[src/rtl/wb_burst_splitter.sv]
// wb_burst_splitter
// Breaks a Wishbone burst request from the arbiter's data-side master port
// into a series of single-beat classic Wishbone cycles for a slave that
// cannot burst. Each beat's address advances by 4. Read data is held in
// m_dat_o until the master raises m_bry_i. A per-beat watchdog abandons
// the burst if the slave never acknowledges.
module wb_burst_splitter #(
    parameter int unsigned TIMEOUT = 255   // REQ cycles without ack before abort, 1..255
) (
    input  logic        clk,
    input  logic        reset,
    // master (burst) side
    input  logic        m_cyc_i,
    input  logic        m_stb_i,
    input  logic        m_we_i,
    input  logic [31:0] m_adr_i,
    input  logic [9:0]  m_bl_i,
    input  logic        m_bry_i,
    input  logic [31:0] m_dat_i,
    input  logic [3:0]  m_sel_i,
    output logic        m_ack_o,
    output logic [31:0] m_dat_o,
    output logic        m_err_o,
    // slave (classic single-beat) side
    output logic        s_cyc_o,
    output logic        s_stb_o,
    output logic        s_we_o,
    output logic [31:0] s_adr_o,
    output logic [31:0] s_dat_o,
    output logic [3:0]  s_sel_o,
    input  logic        s_ack_i,
    input  logic [31:0] s_dat_i
);

    localparam logic [1:0] ST_IDLE = 2'd0;
    localparam logic [1:0] ST_REQ  = 2'd1;
    localparam logic [1:0] ST_RESP = 2'd2;

    localparam logic [7:0] TMO_LIMIT = 8'(TIMEOUT);

    logic [1:0] state_reg;
    logic [1:0] state_next;
    logic [9:0] beats_reg;     // beats remaining, including the current one
    logic [7:0] tmo_cnt_reg;   // REQ cycles spent on the current beat

    logic start;
    logic last_beat;
    logic tmo_hit;

    assign start     = (state_reg == ST_IDLE) && m_cyc_i && m_stb_i;
    assign last_beat = (beats_reg == 10'd1);

    // Writes complete as soon as the slave has taken the data; reads wait
    // for the master to accept the held word. An abort suppresses the ack.
    assign m_ack_o = (state_reg == ST_RESP) && m_cyc_i && (s_we_o || m_bry_i);

    // The watchdog only fires when neither an abort nor a slave ack
    // happens in the same cycle, which gives both of those priority.
    assign tmo_hit = (state_reg == ST_REQ) && m_cyc_i && !s_ack_i
                     && (tmo_cnt_reg == TMO_LIMIT);

    // Next-state selection for the IDLE/REQ/RESP sequencer.
    always_comb begin
        state_next = state_reg;
        case (state_reg)
            ST_IDLE: begin
                if (start) begin
                    state_next = ST_REQ;
                end
            end
            ST_REQ: begin
                if (!m_cyc_i) begin
                    state_next = ST_IDLE;
                end else if (s_ack_i) begin
                    state_next = ST_RESP;
                end else if (tmo_hit) begin
                    state_next = ST_IDLE;
                end
            end
            ST_RESP: begin
                if (!m_cyc_i) begin
                    state_next = ST_IDLE;
                end else if (m_ack_o) begin
                    state_next = last_beat ? ST_IDLE : ST_REQ;
                end
            end
            default: begin
                state_next = ST_IDLE;
            end
        endcase
    end

    // State, slave-side controls, beat bookkeeping and the read hold register.
    always_ff @(posedge clk or posedge reset) begin
        if (reset) begin
            state_reg   <= ST_IDLE;
            beats_reg   <= 10'd0;
            tmo_cnt_reg <= 8'd0;
            m_dat_o     <= 32'd0;
            m_err_o     <= 1'b0;
            s_cyc_o     <= 1'b0;
            s_stb_o     <= 1'b0;
            s_we_o      <= 1'b0;
            s_adr_o     <= 32'd0;
            s_dat_o     <= 32'd0;
            s_sel_o     <= 4'd0;
        end else begin
            state_reg <= state_next;
            // Slave controls are registered copies of the next state, so
            // cyc stays up from the first REQ through the final RESP.
            s_cyc_o   <= (state_next != ST_IDLE);
            s_stb_o   <= (state_next == ST_REQ);
            m_err_o   <= tmo_hit;

            case (state_reg)
                ST_IDLE: begin
                    if (start) begin
                        s_adr_o     <= m_adr_i;
                        s_we_o      <= m_we_i;
                        s_dat_o     <= m_dat_i;
                        s_sel_o     <= m_sel_i;
                        beats_reg   <= (m_bl_i == 10'd0) ? 10'd1 : m_bl_i;
                        tmo_cnt_reg <= 8'd0;
                    end
                end
                ST_REQ: begin
                    if (m_cyc_i) begin
                        if (s_ack_i) begin
                            if (!s_we_o) begin
                                m_dat_o <= s_dat_i;
                            end
                        end else if (!tmo_hit) begin
                            tmo_cnt_reg <= tmo_cnt_reg + 8'd1;
                        end
                    end
                end
                ST_RESP: begin
                    if (m_ack_o && !last_beat) begin
                        beats_reg   <= beats_reg - 10'd1;
                        s_adr_o     <= s_adr_o + 32'd4;
                        s_dat_o     <= m_dat_i;
                        s_sel_o     <= m_sel_i;
                        tmo_cnt_reg <= 8'd0;
                    end
                end
                default: begin
                end
            endcase

            // Direction is only meaningful inside a burst.
            if (state_next == ST_IDLE) begin
                s_we_o <= 1'b0;
            end
        end
    end

endmodule

[config.mk]
export PLATFORM = sky130hd
export DESIGN_NAME = wb_burst_splitter
export DESIGN_NICKNAME = d
export VERILOG_FILES = /design/src/rtl/wb_burst_splitter.sv
export SDC_FILE = /design/constraint.sdc
export NUM_CORES = 1
export LEC_CHECK = 0
export BUFFER_PORTS_ARGS = -buffer_cell sky130_fd_sc_hd__clkbuf_2
export CAP_MARGIN = 40
export CORE_MARGIN = 1.5
export CORE_UTILIZATION = 40
export DETAILED_ROUTE_END_ITERATION = 12
export PLACE_DENSITY = 0.7
export REMOVE_ABC_BUFFERS = 1
export SYNTH_ARGS = -nofsm -noshare
export SYNTH_HDL_FRONTEND = slang
export SYNTH_SLANG_ARGS = --single-unit
[constraint.sdc]
create_clock -name clk -period 4.55 [get_ports clk]
set_clock_uncertainty 0.2 [all_clocks]
set_input_delay 0.91 -clock clk [delete_from_list [all_inputs] [get_ports clk]]
set_output_delay 0.91 -clock clk [all_outputs]
set_load 0.01 [all_outputs]
==> metrics, run 1 <==
run status=completed; fmax=316.6 MHz; final setup vio count=0; Clk pin slew, worst setup/hold paths=~0.060 ns; TritonCTS clock tree=done; NumNets Final=approximately 940; share of the synthesized area in the top cell type=a little over half; Worst setup startpoint=state_reg[1]; Post-DP HPWL=roughly 11,000 microns; initial antenna violation count=0; cell count after synthesis=605; cts repair resizes=0; post-place setup slack=between 1 and 1.5 ns; Comb pwr share=about a quarter; Post-DRT Antenna Nets=0; P_leak=around 3.8 nW; gr usage total=20.19%; gpl congestion=between 0.7 and 0.8; FFs w/ async S/R, synth=100.0%; DRC Markers=0; Reg power frac=about two fifths; register area share after synthesis=between 50% and 60%; die area=approximately 15,000 sq um; Unique masters post-synth=57; largest cells by area after synthesis=dfrtp_1 53%, nand2_1 9.3%, mux2_2 6.3%; Sink Count=~120; routed wire length=15,140 microns; clk_lat worst skew=roughly 0.41 ns; Synth area leader=dfrtp_1; vias in the first global route=between 5,000 and 6,000; fin. max-slew vios=0; most common cell after layout, fill and taps aside=clkbuf_2; layout cells sized above 1=between 30% and 40%; total internal power=around 2.6 mW; synthesized area per cell=9.745 sq um; CTS Buf Count=17; Worst Slack Setup Final=~1.4 ns; reg2reg path depth=8; DRT iter0 DRCs=240; post-CTS setup repair buffer count=0; Post-synth EDFFs=0; worst-path fanout max=between 60 and 70; WL/cell=between 10 and 15 microns; slowest CP cell=buf_4; Die Height=124.4 microns; crit-path cells=nor2b_4 -> buf_4 -> and3_1 -> clkbuf_2; PwrDens=a little over 500 nW/um^2; reg2reg start=beats_reg[1]; fillers=between 1,000 and 1,500; die width=between 100 and 150 microns; WP data arrival=approximately 2 ns; Setup crit end=m_ack_o; DR vias=roughly 5,300; Tightest Pin Transition=between 0.7 and 0.8 ns; switching power=1.285 mW; largest net degree at the start of global routing=67; remaining global-route overflow=0; Max-slew headroom=47.53%; Peak VDD IR=around 0.00028 V; first-pass GRT wire length=about 25,000 microns; ant diodes=0; most common flop cell mapped by yosys=dfrtp_1; period utilization=69.42%; TNS Setup=0 ns; Setup crit start kind=flip-flop; PortBufs=about 220; routed vias/inst=5.218; initial core utilization=roughly 41%; top flop regs=m_dat_o (32), s_adr_o (32), s_dat_o (32); crit path time final=3.159 ns; synthesized area=just under 6000 sq um; Crit path required time=3.44 ns; Cell Rows=44; cts hold-fix bufs=0; post-route insts no fill=~1,000; Root Buffer=clkbuf_16; Max-cap violations=0; Seq cells post-synth=approximately 120; sw frac=around 33%; clock buffer depth=2; Setup crit end kind=output port; CTS H-tree lvls=4; Hold Path Class=reg2reg; Worst R2R End=s_adr_o[7]; synth warn=0; Post-DP Area=roughly 7000 sq um; Synth-to-Final Area Change=30.71%; Final Instance Area=7706 sq um; Critical Path Max Stage Delay=0.52 ns; num ports=approximately 220; DRT Pass-1 Iters=4; R2R Setup Slk=1.65 ns; kind of critical path=reg2out; Fin. Hold Viols=0; Core Region=14,480 sq um; most frequent cells in the layout=221 x clkbuf_2, 146 x nand2_1, 124 x dfrtp_1; RSZ-0062 raised after global routing=false; placed insts=980; Clock power frac=33.4%
-- critical path: cells and delay by family, from the launching register on --
kind	cells	cell delay, ns
buf+inv	2	0.67
flops	1	0.46
simple gates	2	0.50
-- routing by layer --
layer	vias to the layer above	track usage [%]	share of wire [%]
met5	-	0	0
li1	2576	-	-
met2	183	32.58	47
met4	0	6.626	1.1
met3	14	7.045	7.5
met1	2508	25.39	44
-- final cells by class --
| class | instances | area [sq um] | area share, % |
|---|---|---|---|
| sequential | 124 | 3103 | 40.27 |
| multi-input combinational | 435 | 2587 | 33.58 |
| timing repair buffer | 229 | 1179 | 15.29 |
| clock buffer | 18 | 439.2 | 5.699 |
| tap | 184 | 230.2 | 2.988 |
| clock inverter | 14 | 135.1 | 1.754 |
| inverter | 8 | 32.53 | 0.4221 |
-- how the worst min path moves through the flow --
| stage | cells after the start | slack (ns) | startpoint | endpoint |
|---|---|---|---|---|
| floorplan | 1 | 0.27 | beats_reg[6] | beats_reg[6] |
| global placement | 2 | 0.25 | s_dat_o[29] | s_dat_o[29] |
| detailed placement | 2 | 0.26 | s_dat_o[11] | s_dat_o[11] |
| CTS | 2 | 0.27 | s_dat_o[15] | s_dat_o[15] |
| global route | 2 | 0.30 | s_dat_o[8] | s_dat_o[8] |
| finish | 2 | 0.27 | s_sel_o[2] | s_sel_o[2] |
-- per-stage QoR --
stage	util (%)	hold slack, ns	power (mW)
after floorplan	-	0.2717	2.153
after global placement	49.26	0.2513	2.601
after detailed placement	49.26	0.2578	2.625
after CTS	53.22	0.2715	3.948
after global routing	53.22	0.3008	4.137
final	53.22	0.2670	3.901
-- cells by family after synthesis --
| group | Yosys count | share of synthesized area, % |
|---|---|---|
| flops | 124 | 52.63 |
| mux | 35 | 6.664 |
| compound gates | 117 | 12.92 |
| fa+ha+maj | 4 | 0.8489 |
| simple gates | 273 | 22.20 |
| xor+xnor | 6 | 0.8913 |
| buf+inv | 46 | 3.841 |
-- Yosys cell counts (7+ instances only) --
master / n
o22ai_1: 11
a31oi_1: 7
dfrtp_1: 124
nor2_1: 38
clkbuf_1: 17
mux2_2: 33
nand2_1: 146
nand3_1: 12
nor3_1: 8
and3_1: 9
a21oi_1: 36
o21ai_0: 22
buf_2: 11
o22a_1: 11
inv_1: 7
nand4_1: 17
-- power by group through the flow --
stage	registers (mW)	clock network (mW)	logic, mW
2_1_floorplan	1.73	0	0.418
3_3_place_gp	1.65	0	0.954
3_5_place_dp	1.65	0	0.977
4_1_cts	1.64	1.33	0.975
5_1_grt	1.69	1.39	1.06
6_report	1.64	1.30	0.960
(Power assumes the default switching activity.)
==> run 2: changes to the inputs <==
--- a/config.mk
+++ b/config.mk
@@ -10,7 +10,7 @@
 export CORE_MARGIN = 1.5
 export CORE_UTILIZATION = 40
 export DETAILED_ROUTE_END_ITERATION = 12
-export PLACE_DENSITY = 0.7
+export PLACE_DENSITY = 0.67
 export REMOVE_ABC_BUFFERS = 1
 export SYNTH_ARGS = -nofsm -noshare
 export SYNTH_HDL_FRONTEND = slang
==> constraint.sdc (replaced) <==
create_clock -name clk -period 3.2 [get_ports clk]
set_clock_uncertainty 0.2 [all_clocks]
set_input_delay 0.64 -clock clk [delete_from_list [all_inputs] [get_ports clk]]
set_output_delay 0.64 -clock clk [all_outputs]
set_load 0.01 [all_outputs]
==> run 2 against run 1 <==
Hold slack got worse by 0.18 ns. Critical path depth increased by 4. Highest routed layer unchanged. Design area grew 1.3%. Non-clock buffer count is 5 higher. Flip-flop and latch count stayed put. Total power rose by 45%. Largest power group unchanged. Global-route usage up 0.15 points. Die area unchanged. Via count rose by 0.19%.
==> metrics, run 2 (synthesis results as in run 1) <==
die area=approximately 15,000 sq um; Max-cap violations=0; DRC Markers=0; DR vias=~5,300; clock buffer depth=2; TritonCTS clock tree=done; Setup crit start kind=flip-flop; Setup crit end kind=flip-flop; Crit path required time=~3.3 ns; placed insts=about 990; slowest CP cell=nor4b_1; CTS H-tree lvls=4; Cell Rows=between 40 and 50; PortBufs=roughly 220; post-CTS setup repair buffer count=0; Sink Count=roughly 120; die width=roughly 120 microns; Synth-to-Final Area Change=32.39%; fin. max-slew vios=0; ant diodes=0; PwrDens=724.6 nW/um^2; routed wire length=between 15,000 and 20,000 microns; top flop regs=m_dat_o (32), s_adr_o (32), s_dat_o (32); Clk pin slew, worst setup/hold paths=approximately 0.050 ns; Peak VDD IR=0.0003519 V; DRT iter0 DRCs=259; num ports=around 220; P_leak=3.877 nW; vias in the first global route=approximately 5,200; Tightest Pin Transition=0.6390 ns; gr usage total=around 20%; TNS Setup=0 ns; worst-path fanout max=24; final setup vio count=0; crit-path cells=inv_1 -> ha_1 -> nor4b_1 -> and4b_1 -> or2_2 -> buf_4 -> nor2_1 -> o2bb2a_1; cts repair resizes=0; clk_lat worst skew=0.41 ns; fillers=1,321; Worst path top cell family by delay=simple AND/OR/NAND/NOR gates; CTS Buf Count=17; period utilization=between 80% and 90%; hold_ws=between 0.08 and 0.09 ns; Root Buffer=clkbuf_16; Hold Path Class=in2async; fmax=roughly 380 MHz; crit path time final=between 2 and 3 ns; Critical Path Max Stage Delay=0.39 ns; WL/cell=14.90 microns; Post-DP HPWL=approximately 11,000 microns; cts hold-fix bufs=0; RSZ-0062 raised after global routing=false; most frequent cells in the layout=221 x clkbuf_2, 146 x nand2_1, 124 x dfrtp_1; Post-DRT Antenna Nets=0; most common cell after layout, fill and taps aside=clkbuf_2; initial core utilization=between 40% and 50%; initial antenna violation count=0; largest net degree at the start of global routing=66; first-pass GRT wire length=between 20,000 and 30,000 microns; remaining global-route overflow=0; post-route insts no fill=just over 1,000; kind of critical path=reg2reg; DRT Pass-1 Iters=5; layout cells sized above 1=around 38%; gpl congestion=between 0.7 and 0.8; Fin. Hold Viols=0; WP data arrival=roughly 2.7 ns; NumNets Final=about 940; Core Region=between 10,000 and 15,000 sq um; run status=completed; Die Height=between 100 and 150 microns; CP bufs+invs=2; Max-slew headroom=between 50% and 60%; routed vias/inst=~5.2
==> run 2: per-layer routing <==
layer	part of all wire [%]	vias up	global-route usage, %
li1	-	2574	-
met1	44	2516	26.39
met2	47	172	31.87
met3	6.5	29	6.229
met4	2.4	0	7.978
met5	0	-	0
==> run 2: report_power, final <==
part / leakage [nW] / internal [mW] / total [mW] / switching, mW
Combinational: 2.08 / 0.644 / 1.38 / 0.736
Sequential: 1.50 / 1.98 / 2.32 / 0.342
Clock: 0.294 / 1.28 / 1.95 / 0.675
==> run 2: per-stage QoR <==
| step | power, mW | util, % | setup slack (ns) | instance area [sq um] |
|---|---|---|---|---|
| after global placement | 3.708 | 49.57 | 0.5735 | 7177 |
| after global routing | 6.006 | 53.91 | 0.3931 | 7805 |
| final | 5.656 | 53.91 | 0.5805 | 7805 |
| after floorplan | 3.061 | - | -2.990 | 5699 |
| after detailed placement | 3.739 | 49.71 | 0.5224 | 7197 |
| after CTS | 5.727 | 53.91 | 0.5925 | 7805 |
==> run 2: path summary, 6_finish.rpt <==
check                        startpoint           to  slack, ns  depth (start not counted)
max in group asynchronous         reset   s_adr_o[4]       2.08                          3
hold / removal                    reset  s_dat_o[11]       0.08                          2
setup / recovery           beats_reg[1]  s_adr_o[10]       0.58                          8
setup reg to reg           beats_reg[1]  s_adr_o[10]       0.58                          8
min in group clk            m_dat_i[11]  s_dat_o[11]       0.22                          3
hold reg to reg             s_dat_o[26]  s_dat_o[26]       0.27                          2
==> run 2: final cells by class <==
type                       instances  area [sq um]  share of cell area, %
clock buffer                      20         466.7                  5.979
clock inverter                    10         141.4                  1.811
inverter                           8         32.53                 0.4168
multi-input combinational        435          2590                  33.18
sequential                       124          3103                  39.76
tap                              184         230.2                  2.950
timing repair buffer             234          1241                  15.90
